### config.mk
export PLATFORM = sky130hd
export DESIGN_NAME = nios_job_sequencer
export DESIGN_NICKNAME = d
export VERILOG_FILES = /design/src/rtl/nios_job_sequencer.sv
export SDC_FILE = /design/constraint.sdc
export NUM_CORES = 1
export LEC_CHECK = 0
export ABC_AREA = 0
export CAP_MARGIN = 40
export CORE_MARGIN = 10
export CORE_UTILIZATION = 48
export CTS_BUF_LIST = sky130_fd_sc_hd__clkbuf_16
export CTS_CLUSTER_DIAMETER = 100
export DETAILED_ROUTE_END_ITERATION = 16
export PLACE_DENSITY = 0.82
export RECOVER_POWER = 50
export SYNTH_ARGS = -nofsm -noshare
export SYNTH_HDL_FRONTEND = slang
export SYNTH_SLANG_ARGS = --single-unit
### constraint.sdc
create_clock -name sys_clk_main_fpga -period 3.65 [get_ports sys_clk_main_fpga]
set_input_delay 0.365 -clock sys_clk_main_fpga [delete_from_list [all_inputs] [get_ports sys_clk_main_fpga]]
set_output_delay 0.365 -clock sys_clk_main_fpga [all_outputs]
set_load 0.005 [all_outputs]
### src/rtl/nios_job_sequencer.sv
// Host-side job sequencer for the Nios mailbox: loads a job into dual-port RAM, hands it to the Nios
// through the GPI/GPO lines, clears the Nios state and streams the processed words back out.
module nios_job_sequencer #(
  parameter int ADDR_W      = 10,
  parameter int DATA_W      = 32,
  parameter int TIMEOUT_CYC = 65535
) (
  input  logic                sys_clk_main_fpga,
  input  logic                sys_reset,
  input  logic                job_start,
  input  logic [ADDR_W:0]     job_len,
  output logic                job_ready,
  input  logic                in_valid,
  output logic                in_ready,
  input  logic [DATA_W-1:0]   in_data,
  output logic                out_valid,
  input  logic                out_ready,
  output logic [DATA_W-1:0]   out_data,
  output logic                job_done,
  output logic [1:0]          job_status,
  output logic [ADDR_W-1:0]   ram_address,
  output logic                ram_chipselect,
  output logic                ram_clken,
  output logic                ram_write,
  output logic [DATA_W-1:0]   ram_writedata,
  output logic [DATA_W/8-1:0] ram_byteenable,
  input  logic [DATA_W-1:0]   ram_readdata,
  output logic                gpi_data_proc_request,
  output logic                gpi_clear_nios_state,
  input  logic                gpo_nios_busy,
  input  logic                gpo_nios_done,
  input  logic                gpo_nios_error
);

  localparam int TCNT_W = $clog2(TIMEOUT_CYC + 1);
  localparam logic [TCNT_W-1:0] TCNT_LAST = TCNT_W'(TIMEOUT_CYC - 1);
  localparam logic [TCNT_W-1:0] TCNT_ONE  = TCNT_W'(1);
  localparam logic [ADDR_W:0]   CNT_ONE   = (ADDR_W + 1)'(1);
  localparam logic [ADDR_W:0]   MAX_LEN   = {1'b1, {ADDR_W{1'b0}}};

  localparam logic [1:0] ST_OK       = 2'b00;
  localparam logic [1:0] ST_NIOS_ERR = 2'b01;
  localparam logic [1:0] ST_TIMEOUT  = 2'b10;
  localparam logic [1:0] ST_BAD_LEN  = 2'b11;

  typedef enum logic [3:0] {
    S_IDLE, S_LOAD, S_REQ, S_WAIT, S_CLEAR, S_RD_ADDR, S_RD_WAIT, S_RD_OUT, S_REPORT
  } state_t;

  state_t              state, state_n;
  logic [ADDR_W:0]     len, len_n, wcnt, wcnt_n, wcnt_inc;
  logic [TCNT_W-1:0]   tcnt, tcnt_n;
  logic [1:0]          status, status_n;
  logic                busy_p1, done_p1, error_p1;
  logic                last_word, nios_idle;

  logic                cs_n, write_n;
  logic [ADDR_W-1:0]   addr_n;
  logic [DATA_W-1:0]   wdata_n, out_data_n;

  assign wcnt_inc  = wcnt + CNT_ONE;
  assign last_word = (wcnt == len - CNT_ONE);
  assign nios_idle = !(busy_p1 || done_p1 || error_p1);

  always_comb begin
    state_n    = state;
    len_n      = len;
    wcnt_n     = wcnt;
    tcnt_n     = tcnt;
    status_n   = status;
    cs_n       = 1'b0;
    write_n    = 1'b0;
    addr_n     = ram_address;
    wdata_n    = ram_writedata;
    out_data_n = out_data;
    case (state)
      S_IDLE: begin
        if (job_start) begin
          len_n    = job_len;
          wcnt_n   = '0;
          tcnt_n   = '0;
          status_n = ST_OK;
          if (job_len == '0 || job_len > MAX_LEN) begin
            status_n = ST_BAD_LEN;
            state_n  = S_REPORT;
          end else begin
            state_n = S_LOAD;
          end
        end
      end
      S_LOAD: begin
        if (in_valid && in_ready) begin
          cs_n    = 1'b1;
          write_n = 1'b1;
          addr_n  = wcnt[ADDR_W-1:0];
          wdata_n = in_data;
          if (last_word) begin
            wcnt_n  = '0;
            tcnt_n  = '0;
            state_n = S_REQ;
          end else begin
            wcnt_n = wcnt_inc;
          end
        end
      end
      S_REQ: begin
        // A done/error seen on the last budget cycle is still honoured in WAIT.
        if (!(done_p1 || error_p1) && tcnt == TCNT_LAST) begin
          status_n = ST_TIMEOUT;
          tcnt_n   = '0;
          state_n  = S_CLEAR;
        end else begin
          tcnt_n = tcnt + TCNT_ONE;
          if (!nios_idle) state_n = S_WAIT;
        end
      end
      S_WAIT: begin
        if (error_p1) begin
          status_n = ST_NIOS_ERR;
          tcnt_n   = '0;
          state_n  = S_CLEAR;
        end else if (done_p1) begin
          status_n = ST_OK;
          tcnt_n   = '0;
          state_n  = S_CLEAR;
        end else if (tcnt >= TCNT_LAST) begin
          status_n = ST_TIMEOUT;
          tcnt_n   = '0;
          state_n  = S_CLEAR;
        end else begin
          tcnt_n = tcnt + TCNT_ONE;
        end
      end
      S_CLEAR: begin
        if (nios_idle) begin
          wcnt_n = '0;
          if (status == ST_OK) begin
            state_n = S_RD_ADDR;
            cs_n    = 1'b1;
            addr_n  = '0;
          end else begin
            state_n = S_REPORT;
          end
        end else if (tcnt == TCNT_LAST) begin
          status_n = ST_TIMEOUT;
          state_n  = S_REPORT;
        end else begin
          tcnt_n = tcnt + TCNT_ONE;
        end
      end
      S_RD_ADDR: state_n = S_RD_WAIT;
      S_RD_WAIT: begin
        out_data_n = ram_readdata;
        state_n    = S_RD_OUT;
      end
      S_RD_OUT: begin
        if (out_valid && out_ready) begin
          if (last_word) begin
            state_n = S_REPORT;
          end else begin
            wcnt_n  = wcnt_inc;
            cs_n    = 1'b1;
            addr_n  = wcnt_inc[ADDR_W-1:0];
            state_n = S_RD_ADDR;
          end
        end
      end
      S_REPORT: state_n = S_IDLE;
      default:  state_n = S_IDLE;
    endcase
  end

  // Registered state, GPO sample stage and state-decoded outputs
  always_ff @(posedge sys_clk_main_fpga) begin
    if (sys_reset) begin
      state                 <= S_IDLE;
      len                   <= '0;
      wcnt                  <= '0;
      tcnt                  <= '0;
      status                <= ST_OK;
      busy_p1               <= 1'b0;
      done_p1               <= 1'b0;
      error_p1              <= 1'b0;
      job_ready             <= 1'b1;
      in_ready              <= 1'b0;
      out_valid             <= 1'b0;
      out_data              <= '0;
      job_done              <= 1'b0;
      job_status            <= 2'b00;
      ram_address           <= '0;
      ram_chipselect        <= 1'b0;
      ram_clken             <= 1'b0;
      ram_write             <= 1'b0;
      ram_writedata         <= '0;
      ram_byteenable        <= '0;
      gpi_data_proc_request <= 1'b0;
      gpi_clear_nios_state  <= 1'b0;
    end else begin
      state                 <= state_n;
      len                   <= len_n;
      wcnt                  <= wcnt_n;
      tcnt                  <= tcnt_n;
      status                <= status_n;
      busy_p1               <= gpo_nios_busy;
      done_p1               <= gpo_nios_done;
      error_p1              <= gpo_nios_error;
      job_ready             <= (state_n == S_IDLE);
      in_ready              <= (state_n == S_LOAD);
      out_valid             <= (state_n == S_RD_OUT);
      out_data              <= out_data_n;
      job_done              <= (state_n == S_REPORT);
      job_status            <= (state_n == S_REPORT) ? status_n : 2'b00;
      ram_address           <= addr_n;
      ram_chipselect        <= cs_n;
      ram_clken             <= cs_n;
      ram_write             <= write_n;
      ram_writedata         <= wdata_n;
      ram_byteenable        <= cs_n ? '1 : '0;
      gpi_data_proc_request <= (state_n == S_REQ) || (state_n == S_WAIT);
      gpi_clear_nios_state  <= (state_n == S_CLEAR);
    end
  end

endmodule
Yosys cells after proc, flatten, opt, wreduce, memory -nomap -nowiden. Index checks and enable logic that the tools add are counted.

Muxes and demuxes: 54. Order comparisons: 2. $add $sub $neg: 3. Bitwise gates (word level): 2. Eq/ne operators: 24. Reductions and logical operators: 23.

Operators by type and width (count): two-way mux 16 bit (9); one-hot mux 16 bit (5 select lines) (1); two-way mux 11 bit (6); two-way mux 4 bit (15); two-way mux 10 bit (5); one-hot mux 11 bit (4 select lines) (1); one-hot mux 4 bit (8 select lines) (1); one-hot mux 10 bit (3 select lines) (1); equality test 4 x 3 -> 1 bit, second input constant (6); inequality test 2 bit, second input constant (9); AND reduction 6 bit (3); adder 16 x 1 -> 16 bit, second input constant (1); equality test 16 bit, second input constant (1); equality test 4 x 2 -> 1 bit, second input constant (4); greater-or-equal comparator 16 bit, second input constant (1); two-way mux 2 bit (8); adder 11 x 1 -> 11 bit, second input constant (1); equality test 11 bit (1); greater-than comparator 11 bit, second input constant (1); zero test 11 bit (1); subtractor 11 x 1 -> 11 bit, second input constant (1); equality test 4 x 1 -> 1 bit, second input constant (2); zero test 4 bit (2); one-hot mux 2 bit (4 select lines) (1); other kinds (13) (26).

Logic and storage cells: 129. Output and inout port bits: 89. Input port bits: 83. Register bits: 135.

Depth between registers and ports, before layout. Gate-level depths: netlist of run 1.

Depth in word-level cells: 8. Gate-level depth with buffers: 11.

Worst setup path after synthesis of run 1. OpenSTA, ideal clock, no wires.

Path type: register to register. Start: register len[0]. End: register tcnt[1]. Data required time: 3529 ps. Arrival time: 2456 ps. Stages on the path, launching flop included: 10. Path buffers: 0. Slack: 1073 ps. Period minus slack after synthesis: 2577 ps. Cell sequence: dfxtp_1 inv_1 ha_1 nor3b_2 and3_1 o21ai_0 nor4_2 a31oi_2 nor2_1 mux2_2.

Longest elaborated chain between the ends: 4.

Ends and longest elaborated chain: from (decl) (line 51) `logic [ADDR_W:0] len, len_n, wcnt, wcnt_n, wcnt_inc;`; from (signal assigned) (line 200) `len <= len_n;`; subtractor 11 x 1 -> 11 bit (line 62) `assign last_word = (wcnt == len - CNT_ONE);`; equality test 11 bit (line 62); inequality test 2 bit (no line); AND reduction 6 bit (no line); to (signal assigned) (line 202) `tcnt <= tcnt_n;`; to (decl) (line 52) `logic [TCNT_W-1:0] tcnt, tcnt_n;`.

Every way passes these cells. A chain may end at the register's enable or synchronous reset.

Worst setup path in the final report of run 1.
Start: register len[0]. End: register wcnt[5].

Longest elaborated chain between the ends: 5. Elaborated cells between the ends (all ways): 7.

Ends and longest elaborated chain: subtractor 11 x 1 -> 11 bit * (line 62); equality test 11 bit * (line 62); two-way mux 11 bit (line 97) `if (last_word) begin`; two-way mux 11 bit (line 92) `if (in_valid && in_ready) begin`; one-hot mux 11 bit (4 select lines) (line 76) `case (state)`; to (signal assigned) (line 201) `wcnt <= wcnt_n;`; to (decl) (line 51).

Mark *: on every way between the ends. The rest lies on a longest branch, timed or not. The select of a mux whose other input is x is not followed.

==> flow_summary.yaml, run 1 <==
outcome:
  status: "finished with violations"
  violations: "max-capacitance violations, max-slew violations"
worst_setup_path:
  start_kind: "flop"
  end_kind: "flop"
  cpMaxStageDelayCell: "o31ai_4"
  path_class: "flop to flop"
  slowest_delay_ps: 650
  cpLargestDelayFamily: "simple AND/OR/NAND/NOR gates"
  worstPathArrival_ps: 3380
  cp_cell_sequence: "inv_1, ha_1, nor3b_2, and3_1, o21ai_0, nor4_2, a31oi_2, o31ai_4, a21oi_1"
  cp_num_buf_inv: 1
  crit_required_ps: 3920
  cp_max_fo: 11
detailed_routing:
  highest_layer: "met4"
  vias: 6236
  routed_wl_um: 18690
  drtAntennaViolNets: 0
  viasPerCell: 5.548
  wl_met1_um: 7422
  drtIter0Drc: 493
  drtPass1Iterations: 5
  wl_per_cell_um: 16.62
  route.met2.wl_um: 8935
  drt_drc_violations_left: 0
  met3_length_um: 2131
power_and_ir_drop:
  pwr-share-clk_pct: 44.7
  p_int_mw: 2.710
  powerDensity_nw_per_um2: 428.0
  ir_worst_vdd_v: 0.0003148
  p_comb_share_pct: 13.6
  power.net_switching_uw: 940.8
  p_leak_nw: 3.146
  seqPwrFrac_pct: 41.7
  swShare_pct: 25.77
cts:
  cts_resized: 0
  cts.sinks: 131
  tritoncts: "built"
  clkTransAtPathRegs_ps: 60
  cts-root-buf: "clkbuf_16"
  cts_hold_buf: 0
  cts_made_buffers: 17
  post_cts_buffers: 0
  clockBufferDepth: 2
  htreeDepth: 4
  clock_latency_ps: 420
timing:
  worst_slew_pin_slew_ps: 2766
  final_max_slew_viol_count: 64
  min_period_ps: 3106
  fin_worst_skew_ps: 11.44
  slew_headroom_pct: -84.41
  max_freq_ghz: 0.3220
  finalSetupTns_ps: 0
  hold_ws_ps: 447.9
  rsz0062_at_grt: "false"
  finalHoldViolCount: 0
  post-route-period-util_pct: 85.09
  setup_violations: 0
finish:
  stdcell_count: 1124
  drive_gt1_share_pct: 8.298
  final_common_cell: "nand2_1"
  fin_area_sq_um: 8528
  area_delta_synth_final_pct: 37.59
  postLayoutCoreUtil_pct: 67.58
  diodes: 0
  nets: 1026
  layout_common_cells: "nand2_1 (182), dfxtp_1 (131), a21oi_1 (113)"
  fillers: 1112
flow_run:
  cap_viol_max_count: 1
yosys:
  synth.avg_cell_area_sq_um: 7.807
  synthTopCellsByArea: "dfxtp_1 (42%), nand2_1 (11%), a21oi_1 (9.1%)"
  synth_edf_count: 0
  synth_cells: 794
  synth_flop_cell: "dfxtp_1"
  synth-seq-area-share_pct: 42.31
  synth_top_area_share_pct: 42.31
  ys_async_sr_fraction_pct: 0
  yosys.area.top_type: "dfxtp_1"
  yosys_warnings: 0
  synth_fp_nets: 881
  synth_cell_types: 65
  synth_area_sq_um: 6198
  ys_seq_elements: 131
global_routing:
  gr-total-overflow: 0
  grt_first_pass_wirelength_um: 30470
  antenna_found_initial: 0
  grt_max_degree: 64
  grt.total_usage_pct: 20.59
  grt_pass1_vias: 5963
floorplan:
  io-pin-count: 172
  die_x_um: 133.6
  rows: 41
  core-area_sq_um: 12620
  chipHeight_um: 133.6
  initial_utilization_pct: 49.12
  die-area_sq_um: 17860
placement:
  place.gp.congestion: 0.9362
  port_buffers: 171
  hpwl_um: 13440
  post_dp_cell_area_sq_um: 7964
  place_inst: 1092
worst_hold_path:
  min_path_type: "flop to flop"
[registers in the layout (all words and copies together), names as in the netlist]
register / cells
busy_p1: 1
done_p1: 1
error_p1: 1
gpi_clear_nios_state: 1
gpi_data_proc_request: 1
in_ready: 1
job_done: 1
job_ready: 1
job_status: 2
len: 11
out_data: 32
out_valid: 1
ram_address: 10
ram_byteenable: 1
ram_write: 1
ram_writedata: 32
state: 4
status: 2
tcnt: 16
wcnt: 11
[stage by stage]
stage / worst slack (ps) / total power [mW]
2_1_floorplan: 1073 / 1.837
3_3_place_gp: 648.7 / 2.044
3_5_place_dp: 594.0 / 2.056
4_1_cts: 565.5 / 3.684
5_1_grt: 274.0 / 3.798
6_report: 544.3 / 3.650
[synth_stat cells (3+ instances only)]
master    number
nor3_2         4
o21ai_0       21
a221oi_1       4
nor2_1        38
or3_1          8
nor3_1        29
buf_2          3
and3_1        10
a31oi_1        7
ha_1           4
o211ai_1       6
a21oi_2        7
a21oi_1      113
a22oi_1        6
nand4_1       12
clkbuf_1      42
xnor2_1        4
or4_1          6
inv_1         11
xor2_1         9
or2_2          7
a311oi_1      13
o21ai_2        7
dfxtp_1      131
nand2_1      182
o31ai_1        5
a211oi_1       5
nor2b_1       13
buf_4          6
a21o_1         3
nand2b_1       7
nand3_1       27
[area by class of cell]
type / count / area (sq um) / share of cell area, %
multi-input cells: 597 / 3281 / 38.47
repair buffers: 181 / 1800 / 21.11
inverters: 11 / 41.29 / 0.4842
clock buffers: 17 / 425.4 / 4.988
clock inverters: 15 / 142.6 / 1.673
flip-flops and latches: 131 / 2623 / 30.75
well taps: 172 / 215.2 / 2.523
[worst min-delay path, cell delays in order, from the launching register on]
cell     delay (ps)
dfxtp_1         300
nand2_1          50
a21oi_1          50
[kinds of logic (layout without fill, tap and decap cells)]
logic type	count (synthesis)	after routing	share of synthesized area [%]
XOR/XNOR	13	13	1.837
flip-flops	131	131	42.31
adder cells (fa/ha/maj)	4	4	0.8075
AND/OR/NAND/NOR	361	361	27.72
multiplexers	1	1	0.1817
buffers and inverters	66	224	4.844
AO/OA/AOI/OAI	218	218	22.31
[final timing paths]
kind | startpoint | to | slack (ps) | depth (start not counted)
worst max-delay path | len[0]$_SDFFE_PP0P_ | wcnt[5]$_SDFFE_PP0P_ | 540 | 9
worst max register to register | len[0]$_SDFFE_PP0P_ | wcnt[5]$_SDFFE_PP0P_ | 540 | 9
worst min-delay path | ram_writedata[26]$_SDFFE_PP0P_ | ram_writedata[26]$_SDFFE_PP0P_ | 450 | 2
worst min register to register | ram_writedata[26]$_SDFFE_PP0P_ | ram_writedata[26]$_SDFFE_PP0P_ | 450 | 2
[metal layers]
| layer | global-route usage, % | vias to the layer above |
|---|---|---|
| met5 | 0 | - |
| met4 | 5.441 | 0 |
| met3 | 10.41 | 18 |
| met2 | 33.73 | 236 |
| met1 | 23.18 | 2865 |
| li1 | - | 3117 |
[power groups by stage]
stage	sequential [mW]	clock (mW)	combinational [mW]
3_5_place_dp	1.55	0	0.503
5_1_grt	1.53	1.72	0.551
4_1_cts	1.52	1.66	0.506
2_1_floorplan	1.54	0	0.294
6_report	1.52	1.63	0.495
3_3_place_gp	1.55	0	0.493
(Power assumes the default switching activity.)
==> run 2: changes to the inputs <==
--- a/config.mk
+++ b/config.mk
@@ -10,7 +10,7 @@
 export CORE_MARGIN = 10
 export CORE_UTILIZATION = 48
 export CTS_BUF_LIST = sky130_fd_sc_hd__clkbuf_16
-export CTS_CLUSTER_DIAMETER = 100
+export CTS_CLUSTER_DIAMETER = 30
 export DETAILED_ROUTE_END_ITERATION = 16
 export PLACE_DENSITY = 0.82
 export RECOVER_POWER = 50
==> results of run 2 <==
Final layout, timing and power as in run 1 (identical DEF).
